$ cat src/rtl/posit_encoder_if.sv
// Handshake bundle between Posit_Adder's decoded result and the posit encoder.
// The master side produces decoded beats and consumes encoded posits.
interface posit_encoder_if #(
   parameter int N  = 8,
   parameter int ES = 3
);
   localparam int RS  = $clog2(N);
   localparam int LEW = ES + RS + 1;

   logic           in_valid;
   logic           in_ready;
   logic           in_sign;
   logic           in_zero;
   logic           in_nar;
   logic [LEW-1:0] in_le;
   logic [N-1:0]   in_mant;
   logic           in_sticky;
   logic           out_valid;
   logic           out_ready;
   logic [N-1:0]   out_posit;

   modport master (
      output in_valid, in_sign, in_zero, in_nar, in_le, in_mant, in_sticky, out_ready,
      input  in_ready, out_valid, out_posit
   );

   modport slave (
      input  in_valid, in_sign, in_zero, in_nar, in_le, in_mant, in_sticky, out_ready,
      output in_ready, out_valid, out_posit
   );
endinterface

$ cat src/rtl/posit_encoder.sv
// Three-stage posit packer: splits the scale, builds the regime/exponent/fraction
// body with guard and sticky, then rounds to nearest even with saturation.
module posit_encoder #(
   parameter int N  = 8,
   parameter int ES = 3
) (
   input  logic             clk,
   input  logic             rst_n,
   posit_encoder_if.slave   bus
);
   localparam int RS  = $clog2(N);
   localparam int LEW = ES + RS + 1;
   localparam int W   = 3 * N;
   localparam int PAD = W - 2 - ES - (N - 1);
   localparam logic signed [RS:0] K_MAX = (RS + 1)'(N - 2);
   localparam logic signed [RS:0] K_MIN = (RS + 1)'(-(N - 1));

   logic adv;

   logic                 s1_valid_q, s1_valid_d;
   logic                 s1_sign_q, s1_sign_d;
   logic                 s1_zero_q, s1_zero_d;
   logic                 s1_nar_q, s1_nar_d;
   logic                 s1_sticky_q, s1_sticky_d;
   logic signed [RS:0]   s1_k_q, s1_k_d;
   logic [ES-1:0]        s1_e_q, s1_e_d;
   logic [N-2:0]         s1_frac_q, s1_frac_d;

   logic                 s2_valid_q, s2_valid_d;
   logic                 s2_sign_q, s2_sign_d;
   logic                 s2_zero_q, s2_zero_d;
   logic                 s2_nar_q, s2_nar_d;
   logic [N-2:0]         s2_body_q, s2_body_d;
   logic                 s2_guard_q, s2_guard_d;
   logic                 s2_sticky_q, s2_sticky_d;

   logic                 out_valid_q, out_valid_d;
   logic [N-1:0]         out_posit_q, out_posit_d;

   logic                 k_pos;
   logic [RS-1:0]        shift_amt;
   logic [W-1:0]         base;
   logic [W-1:0]         shifted;
   logic                 round_up;
   logic [N-1:0]         mag;
   logic [N-1:0]         result;

   assign adv           = bus.out_ready | ~out_valid_q;
   assign bus.in_ready  = adv;
   assign bus.out_valid = out_valid_q;
   assign bus.out_posit = out_posit_q;

   // The upper bits of the two's-complement scale are exactly floor(le / 2^ES).
   always_comb begin
      s1_valid_d  = s1_valid_q;
      s1_sign_d   = s1_sign_q;
      s1_zero_d   = s1_zero_q;
      s1_nar_d    = s1_nar_q;
      s1_sticky_d = s1_sticky_q;
      s1_k_d      = s1_k_q;
      s1_e_d      = s1_e_q;
      s1_frac_d   = s1_frac_q;
      if (adv) begin
         s1_valid_d  = bus.in_valid;
         s1_sign_d   = bus.in_sign;
         s1_zero_d   = bus.in_zero;
         s1_nar_d    = bus.in_nar;
         s1_sticky_d = bus.in_sticky;
         s1_k_d      = $signed(bus.in_le[LEW-1:ES]);
         s1_e_d      = bus.in_le[ES-1:0];
         s1_frac_d   = bus.in_mant[N-2:0];
      end
   end

   // Seed "10" or "01" and arithmetic-shift so the sign bit replicates the regime run.
   always_comb begin
      k_pos     = ~s1_k_q[RS];
      shift_amt = k_pos ? s1_k_q[RS-1:0] : ~s1_k_q[RS-1:0];
      base      = {k_pos, ~k_pos, s1_e_q, s1_frac_q, {PAD{1'b0}}};
      shifted   = $signed(base) >>> shift_amt;

      s2_valid_d  = s2_valid_q;
      s2_sign_d   = s2_sign_q;
      s2_zero_d   = s2_zero_q;
      s2_nar_d    = s2_nar_q;
      s2_body_d   = s2_body_q;
      s2_guard_d  = s2_guard_q;
      s2_sticky_d = s2_sticky_q;
      if (adv) begin
         s2_valid_d = s1_valid_q;
         s2_sign_d  = s1_sign_q;
         s2_zero_d  = s1_zero_q;
         s2_nar_d   = s1_nar_q;
         if (s1_k_q >= K_MAX) begin
            s2_body_d   = {(N-1){1'b1}};
            s2_guard_d  = 1'b0;
            s2_sticky_d = 1'b0;
         end else if (s1_k_q <= K_MIN) begin
            s2_body_d   = {{(N-2){1'b0}}, 1'b1};
            s2_guard_d  = 1'b0;
            s2_sticky_d = 1'b0;
         end else begin
            s2_body_d   = shifted[W-1 -: N-1];
            s2_guard_d  = shifted[W-N];
            s2_sticky_d = (|shifted[W-N-1:0]) | s1_sticky_q;
         end
      end
   end

   // Round to nearest even; a carry out of the body clamps back to maxpos.
   always_comb begin
      round_up = s2_guard_q & (s2_sticky_q | s2_body_q[0]);
      mag      = {1'b0, s2_body_q} + {{(N-1){1'b0}}, round_up};
      if (mag[N-1]) begin
         mag = {1'b0, {(N-1){1'b1}}};
      end
      result = s2_sign_q ? (~mag + {{(N-1){1'b0}}, 1'b1}) : mag;
      if (s2_nar_q) begin
         result = {1'b1, {(N-1){1'b0}}};
      end else if (s2_zero_q) begin
         result = '0;
      end

      out_valid_d = out_valid_q;
      out_posit_d = out_posit_q;
      if (adv) begin
         out_valid_d = s2_valid_q;
         out_posit_d = result;
      end
   end

   always_ff @(posedge clk or negedge rst_n) begin
      if (!rst_n) begin
         s1_valid_q  <= 1'b0;
         s1_sign_q   <= 1'b0;
         s1_zero_q   <= 1'b0;
         s1_nar_q    <= 1'b0;
         s1_sticky_q <= 1'b0;
         s1_k_q      <= '0;
         s1_e_q      <= '0;
         s1_frac_q   <= '0;
         s2_valid_q  <= 1'b0;
         s2_sign_q   <= 1'b0;
         s2_zero_q   <= 1'b0;
         s2_nar_q    <= 1'b0;
         s2_body_q   <= '0;
         s2_guard_q  <= 1'b0;
         s2_sticky_q <= 1'b0;
         out_valid_q <= 1'b0;
         out_posit_q <= '0;
      end else begin
         s1_valid_q  <= s1_valid_d;
         s1_sign_q   <= s1_sign_d;
         s1_zero_q   <= s1_zero_d;
         s1_nar_q    <= s1_nar_d;
         s1_sticky_q <= s1_sticky_d;
         s1_k_q      <= s1_k_d;
         s1_e_q      <= s1_e_d;
         s1_frac_q   <= s1_frac_d;
         s2_valid_q  <= s2_valid_d;
         s2_sign_q   <= s2_sign_d;
         s2_zero_q   <= s2_zero_d;
         s2_nar_q    <= s2_nar_d;
         s2_body_q   <= s2_body_d;
         s2_guard_q  <= s2_guard_d;
         s2_sticky_q <= s2_sticky_d;
         out_valid_q <= out_valid_d;
         out_posit_q <= out_posit_d;
      end
   end
endmodule

$ cat src/flat_wrapper.sv
// flat-port wrapper written by rule: the top's interface ports become plain ports
module posit_encoder_flat 
#(
   parameter int N  = 8,
   parameter int ES = 3
)
  (clk, rst_n, bus_in_valid, bus_in_sign, bus_in_zero, bus_in_nar, bus_in_le, bus_in_mant, bus_in_sticky, bus_out_ready, bus_in_ready, bus_out_valid, bus_out_posit);
  posit_encoder_if #(.N(N), .ES(ES)) bus_i ();
  input  logic clk;
  input  logic rst_n;
  input wire logic [$bits(bus_i.in_valid)-1:0] bus_in_valid;
  input wire logic [$bits(bus_i.in_sign)-1:0] bus_in_sign;
  input wire logic [$bits(bus_i.in_zero)-1:0] bus_in_zero;
  input wire logic [$bits(bus_i.in_nar)-1:0] bus_in_nar;
  input wire logic [$bits(bus_i.in_le)-1:0] bus_in_le;
  input wire logic [$bits(bus_i.in_mant)-1:0] bus_in_mant;
  input wire logic [$bits(bus_i.in_sticky)-1:0] bus_in_sticky;
  input wire logic [$bits(bus_i.out_ready)-1:0] bus_out_ready;
  output wire logic [$bits(bus_i.in_ready)-1:0] bus_in_ready;
  output wire logic [$bits(bus_i.out_valid)-1:0] bus_out_valid;
  output wire logic [$bits(bus_i.out_posit)-1:0] bus_out_posit;
  assign bus_i.in_valid = bus_in_valid;
  assign bus_i.in_sign = bus_in_sign;
  assign bus_i.in_zero = bus_in_zero;
  assign bus_i.in_nar = bus_in_nar;
  assign bus_i.in_le = bus_in_le;
  assign bus_i.in_mant = bus_in_mant;
  assign bus_i.in_sticky = bus_in_sticky;
  assign bus_i.out_ready = bus_out_ready;
  assign bus_in_ready = bus_i.in_ready;
  assign bus_out_valid = bus_i.out_valid;
  assign bus_out_posit = bus_i.out_posit;
  posit_encoder #(.N(N), .ES(ES)) u_core (.clk(clk), .rst_n(rst_n), .bus(bus_i));
endmodule
$ cat config.mk
export PLATFORM = sky130hd
export DESIGN_NAME = posit_encoder_flat
export DESIGN_NICKNAME = d
export VERILOG_FILES = /design/src/rtl/posit_encoder_if.sv /design/src/rtl/posit_encoder.sv /design/src/flat_wrapper.sv
export SDC_FILE = /design/constraint.sdc
export NUM_CORES = 1
export LEC_CHECK = 0
export CAP_MARGIN = 5
export CORE_UTILIZATION = 45
export DETAILED_ROUTE_END_ITERATION = 10
export PLACE_DENSITY = 0.67
export SYNTH_ARGS = -nofsm -noshare
export SYNTH_HDL_FRONTEND = slang
export SYNTH_SLANG_ARGS = --single-unit
$ cat constraint.sdc
create_clock -name clk -period 6.8 [get_ports clk]
set_clock_uncertainty 0.2 [all_clocks]
set_input_delay 0.68 -clock clk [delete_from_list [all_inputs] [get_ports clk]]
set_output_delay 0.68 -clock clk [all_outputs]
set_load 0.05 [all_outputs]
* Word-level counts from Yosys, hierarchy flattened
Cells that the tools add are included.
** Word-level totals
- Input bits :: 23
- Register bits :: 41
- Logic and storage cells :: 42
** Cells by class
- Reductions and logical operators :: 1
- Shift-type cells :: 1
- Multiplexer cells :: 11
- Bitwise logic cells :: 8
- Order comparisons :: 2
- Add/sub/neg operators :: 2
** Operator list (count)
- 2-to-1 mux 8 bit :: 3
- >>> shifter 24 x 3 -> 24 bit :: 1
- 2-to-1 mux 7 bit :: 3
- OR reduction 16 bit :: 1
- adder 7 x 1 -> 8 bit :: 1
- adder 8 x 1 -> 8 bit (second input constant) :: 1
- inverter 7 -> 8 bit :: 1
- >= comparator 4 bit (second input constant) :: 1
- <= comparator 4 bit (second input constant) :: 1
- 2-to-1 mux 1 bit :: 4
- 2-to-1 mux 3 bit :: 1
- inverter 3 bit :: 1
- OR 1 bit :: 3
- inverter 1 bit :: 2
- bitwise AND 1 bit :: 1

* Depth between registers and ports, before layout
- Depth after elaboration :: 9
- Depth in mapped cells :: 10
- Gate-level depth less buffers :: 10

* Worst setup path before layout
No wires, ideal clock.
- Path type :: reg2out
- From :: register u_core.out_valid_q (netlist: u_core.bus.out_valid)
- To :: output port bus_in_ready
- Cell stages (with the launch flop) :: 6
- Data arrival time :: 1580 ps
- Required time :: 5920 ps
- Buffers on the path :: 3
- Path slack :: 4340 ps
- Cells stage by stage :: dfrtp_1 nor2b_1 buf_1 inv_1 clkbuf_1 buf_2
** Between the ends
- Cells in the longest elaborated chain, start to end :: 2
** RTL lines
- start: declaration :: line posit_encoder.sv:37 : logic out_valid_q, out_valid_d;
- start signal: assignment :: line posit_encoder.sv:167 : out_valid_q <= out_valid_d;
- inverter 1 bit :: line posit_encoder.sv:48 : assign adv = bus.out_ready | ~out_valid_q;
- OR 1 bit :: line posit_encoder.sv:48
- end: declaration :: line flat_wrapper.sv:19 : output wire logic [$bits(bus_i.in_ready)-1:0] bus_in_ready;
No other way between the ends.

* Final worst setup path
- From :: input port bus_out_ready
- To :: output port bus_in_ready
** Between the ends
- Cells in the longest elaborated chain, start to end :: 1
** RTL lines
- start: declaration :: line flat_wrapper.sv:18 : input wire logic [$bits(bus_i.out_ready)-1:0] bus_out_ready;
- OR 1 bit :: line posit_encoder.sv:48
No other way between the ends.

==> metrics.yaml <==
run_status: "completed"
final_layout_size_suffix_gt1_share_pct: 6.96
crit_chain: "clkdlybuf4s50_1 -> nor2b_2 -> buf_4 -> inv_1 -> clkdlybuf4s50_1"
setup-tns-final_ns: 0
r2r_start: "u_core.s2_body_q[0]"
required_ns: 5.92
setup_viol: 0
grt_antenna_before_repair: 0
min_period_ns: 3.22
grt_pass1_wl_um: 9180
grt_use_total_pct: 19.5
ctsLongestPathBuffers: 2
cts-root-buf: "clkbuf_8"
path_clk_slew_ns: 0.09
slew_headroom_pct: 39.2
path_common_cell: "clkdlybuf4s50_1"
initial_utilization_pct: 47.6
power_density_nw_per_um2: 407
cp_top_family: "buffers and inverters"
hpwl_um: 3320
pre_cts_ws_ns: 3.59
cts_hold_buffers: 0
hold_viol: 0
portBuffers: 31
grt_pass1_vias: 2082
drc: 0
post_cts_buffers: 0
fmax_mhz: 311
finalInstanceArea_sq_um: 2910
drv_cap: 0
die_y_um: 76.2
cts.sinks: 41
crit_fanout: 33
antenna_left: 0
dr.pass1.iters: 4
syn-num-nets: 324
crit_arrival_ns: 2.34
gr-total-overflow: 0
area_delta_synth_final_pct: 17.3
postSynthCellCount: 295
syn_area_per_cell_sq_um: 8.39
worstHoldStart: "u_core.s2_valid_q"
synth-async-reset-ratio_pct: 100
r2r_end: "u_core.bus.out_posit[5]"
end_kind: "output pin"
worst_slack_ns: 3.58
vias: 2082
worst_slew_pin_slew_ns: 0.912
synthesis.area_sq_um: 2480
ys_ff_latch: 41
rows: 26
clock_latency_ns: 0.29
final_cells: 386
totalWireLength_um: 4990
r2r_cells: 9
diodes: 0
whs_path_depth: 1
synth_cell_type_count: 48
worstHoldEndpoint: "u_core.bus.out_valid"
crit_path_top_delay_cell: "clkdlybuf4s50_1"
dp.cells: 378
rsz0062_at_grt: "no"
drt_iter0_markers: 124
peakVddDrop_uv: 269
cts-htree-levels: 2
cts_buffers: 5
die_w_um: 76.2
crit_type: "in -> out"
path_buf_inv: 4
finalMaxSlewViolations: 0
cp-start-kind: "primary input"
ys.flop_type: "dfrtp_1"
seq_area_frac_synth_pct: 41.4
die_area_sq_um: 5800
fin_crit_sh_pct: 47.3
max_stage_delay_ns: 0.71
synth_edf_count: 0
vias_per_cell: 5.39
drt-wirelength-per-cell_um: 12.9
core_area_sq_um: 5200
power.leakage_nw: 1.29
grt_max_degree: 42
cts_tree: "built"
yosys_warnings: 0
worst_hold_path_type: "reg -> reg"
regToRegSetupSlack_ns: 4.33
dpl-instance-area_sq_um: 2790
place.gp.congestion: 0.853
postCtsResizedCells: 0
io_pins: 33
nets: 344
==> area by class of cell <==
type,count,area (sq um)
flip-flops and latches,41,1030
repair buffers,33,320
well taps,70,87.6
fillers,503,2300
inverters,6,22.5
multi-input cells,228,1330
clock inverters,3,46.3
clock buffers,5,68.8
==> where the power goes <==
group          total (mW)  internal (mW)  switching, mW
Clock               0.202          0.110         0.0922
Sequential          0.430          0.323          0.107
Combinational       0.550          0.239          0.311
==> cell usage after synthesis, drive strengths merged, types with 2 or more instances <==
master   instances  area, sq um
a22oi            2         15.0
o21ai           24          120
nor3             3         20.0
nor2b            4         25.0
buf             10         58.8
dfrtp           41         1030
inv              6         22.5
xnor2            7         68.8
o211ai           2         15.0
nor3b            2         15.0
nor2            12         45.0
nand2           87          327
a21oi           20          104
nand2b           4         25.0
o22a             5         43.8
and3             2         12.5
or3              2         12.5
nand4            2         12.5
a31oi            4         25.0
ha               6         75.1
o21a             3         22.5
a2bb2oi          3         26.3
mux4             3         67.6
mux2i            7         70.1
nand3            9         45.0
clkbuf          10         37.5
xor2             2         17.5
and4             2         20.0
==> sequential cells by signal, indices dropped and copies added, names as in the netlist, 3 cells and up <==
name and flops:
u_core.s1_frac_q 7, u_core.bus.out_posit 8, u_core.s2_body_q 7, u_core.s1_k_q 4, u_core.s1_e_q 3
==> through the flow <==
| stage | power (mW) | hold WS (ns) | util [%] |
|---|---|---|---|
| 3_5_place_dp | 0.986 | 0.247 | 53.6 |
| 2_1_floorplan | 0.854 | 0.184 | - |
| 4_1_cts | 1.19 | 0.264 | 55.8 |
| 5_1_grt | 1.28 | 0.285 | 55.8 |
| 3_3_place_gp | 0.976 | 0.243 | 53.6 |
| 6_report | 1.18 | 0.264 | 55.8 |
==> metal layers <==
metal | part of all wire (%) | vias to the layer above | routed length, um | GRT usage, %
met3 | 4.3 | 6 | 214 | 4.07
met2 | 46 | 52 | 2300 | 31.1
met5 | 0 | - | 0 | 0
li1 | - | 1060 | - | -
met1 | 48 | 964 | 2410 | 26.0
met4 | 1.3 | 0 | 65 | 7.69
==> cells in the final DEF, fill, tap and decap left out, types with 3 or more instances in the layout <==
cell	synthesis	routed
o21ai_1	5	5
nor2_1	12	12
dfrtp_1	41	41
mux2i_1	7	7
ha_1	6	6
o22a_1	5	5
clkdlybuf4s50_1	0	30
nand2b_1	4	4
nand2_1	87	87
a31oi_1	4	4
nand3_1	9	9
o21ai_0	19	19
mux4_2	3	3
inv_1	5	5
a2bb2oi_1	3	3
a21oi_1	19	19
o21a_1	3	3
xnor2_1	6	6
clkbuf_8	0	5
nor2b_1	4	3
==> worst register-to-register path: stages, from the launching register on <==
cell and delay, ns:
dfrtp_1 0.40, o21a_1 0.18, ha_1 0.26, ha_1 0.29, xnor2_1 0.32, nand2_1 0.16
nor3_2 0.17, nand2b_1 0.15, xnor2_1 0.12, o21ai_0 0.10
==> how the worst max path moves through the flow <==
stage	start	to	slack [ns]	depth (start not counted)
global placement	bus_out_ready	bus_in_ready	3.59	5
global route	bus_out_ready	bus_in_ready	3.46	5
detailed placement	bus_out_ready	bus_in_ready	3.59	5
finish	bus_out_ready	bus_in_ready	3.58	5
floorplan	u_core.bus.out_valid	bus_in_ready	4.34	5
CTS	bus_out_ready	bus_in_ready	3.58	5
==> kinds of logic (layout without fill, tap and decap cells) <==
| logic type | Yosys count | after routing | synth area share, % |
|---|---|---|---|
| buffers and inverters | 26 | 47 | 4.80 |
| adder cells (fa/ha/maj) | 6 | 6 | 3.03 |
| AND/OR/NAND/NOR | 130 | 130 | 22.8 |
| multiplexers | 11 | 11 | 6.16 |
| AO/OA/AOI/OAI | 72 | 72 | 18.2 |
| flip-flops | 41 | 41 | 41.4 |
| XOR/XNOR | 9 | 9 | 3.49 |
(Power assumes the default switching activity.)
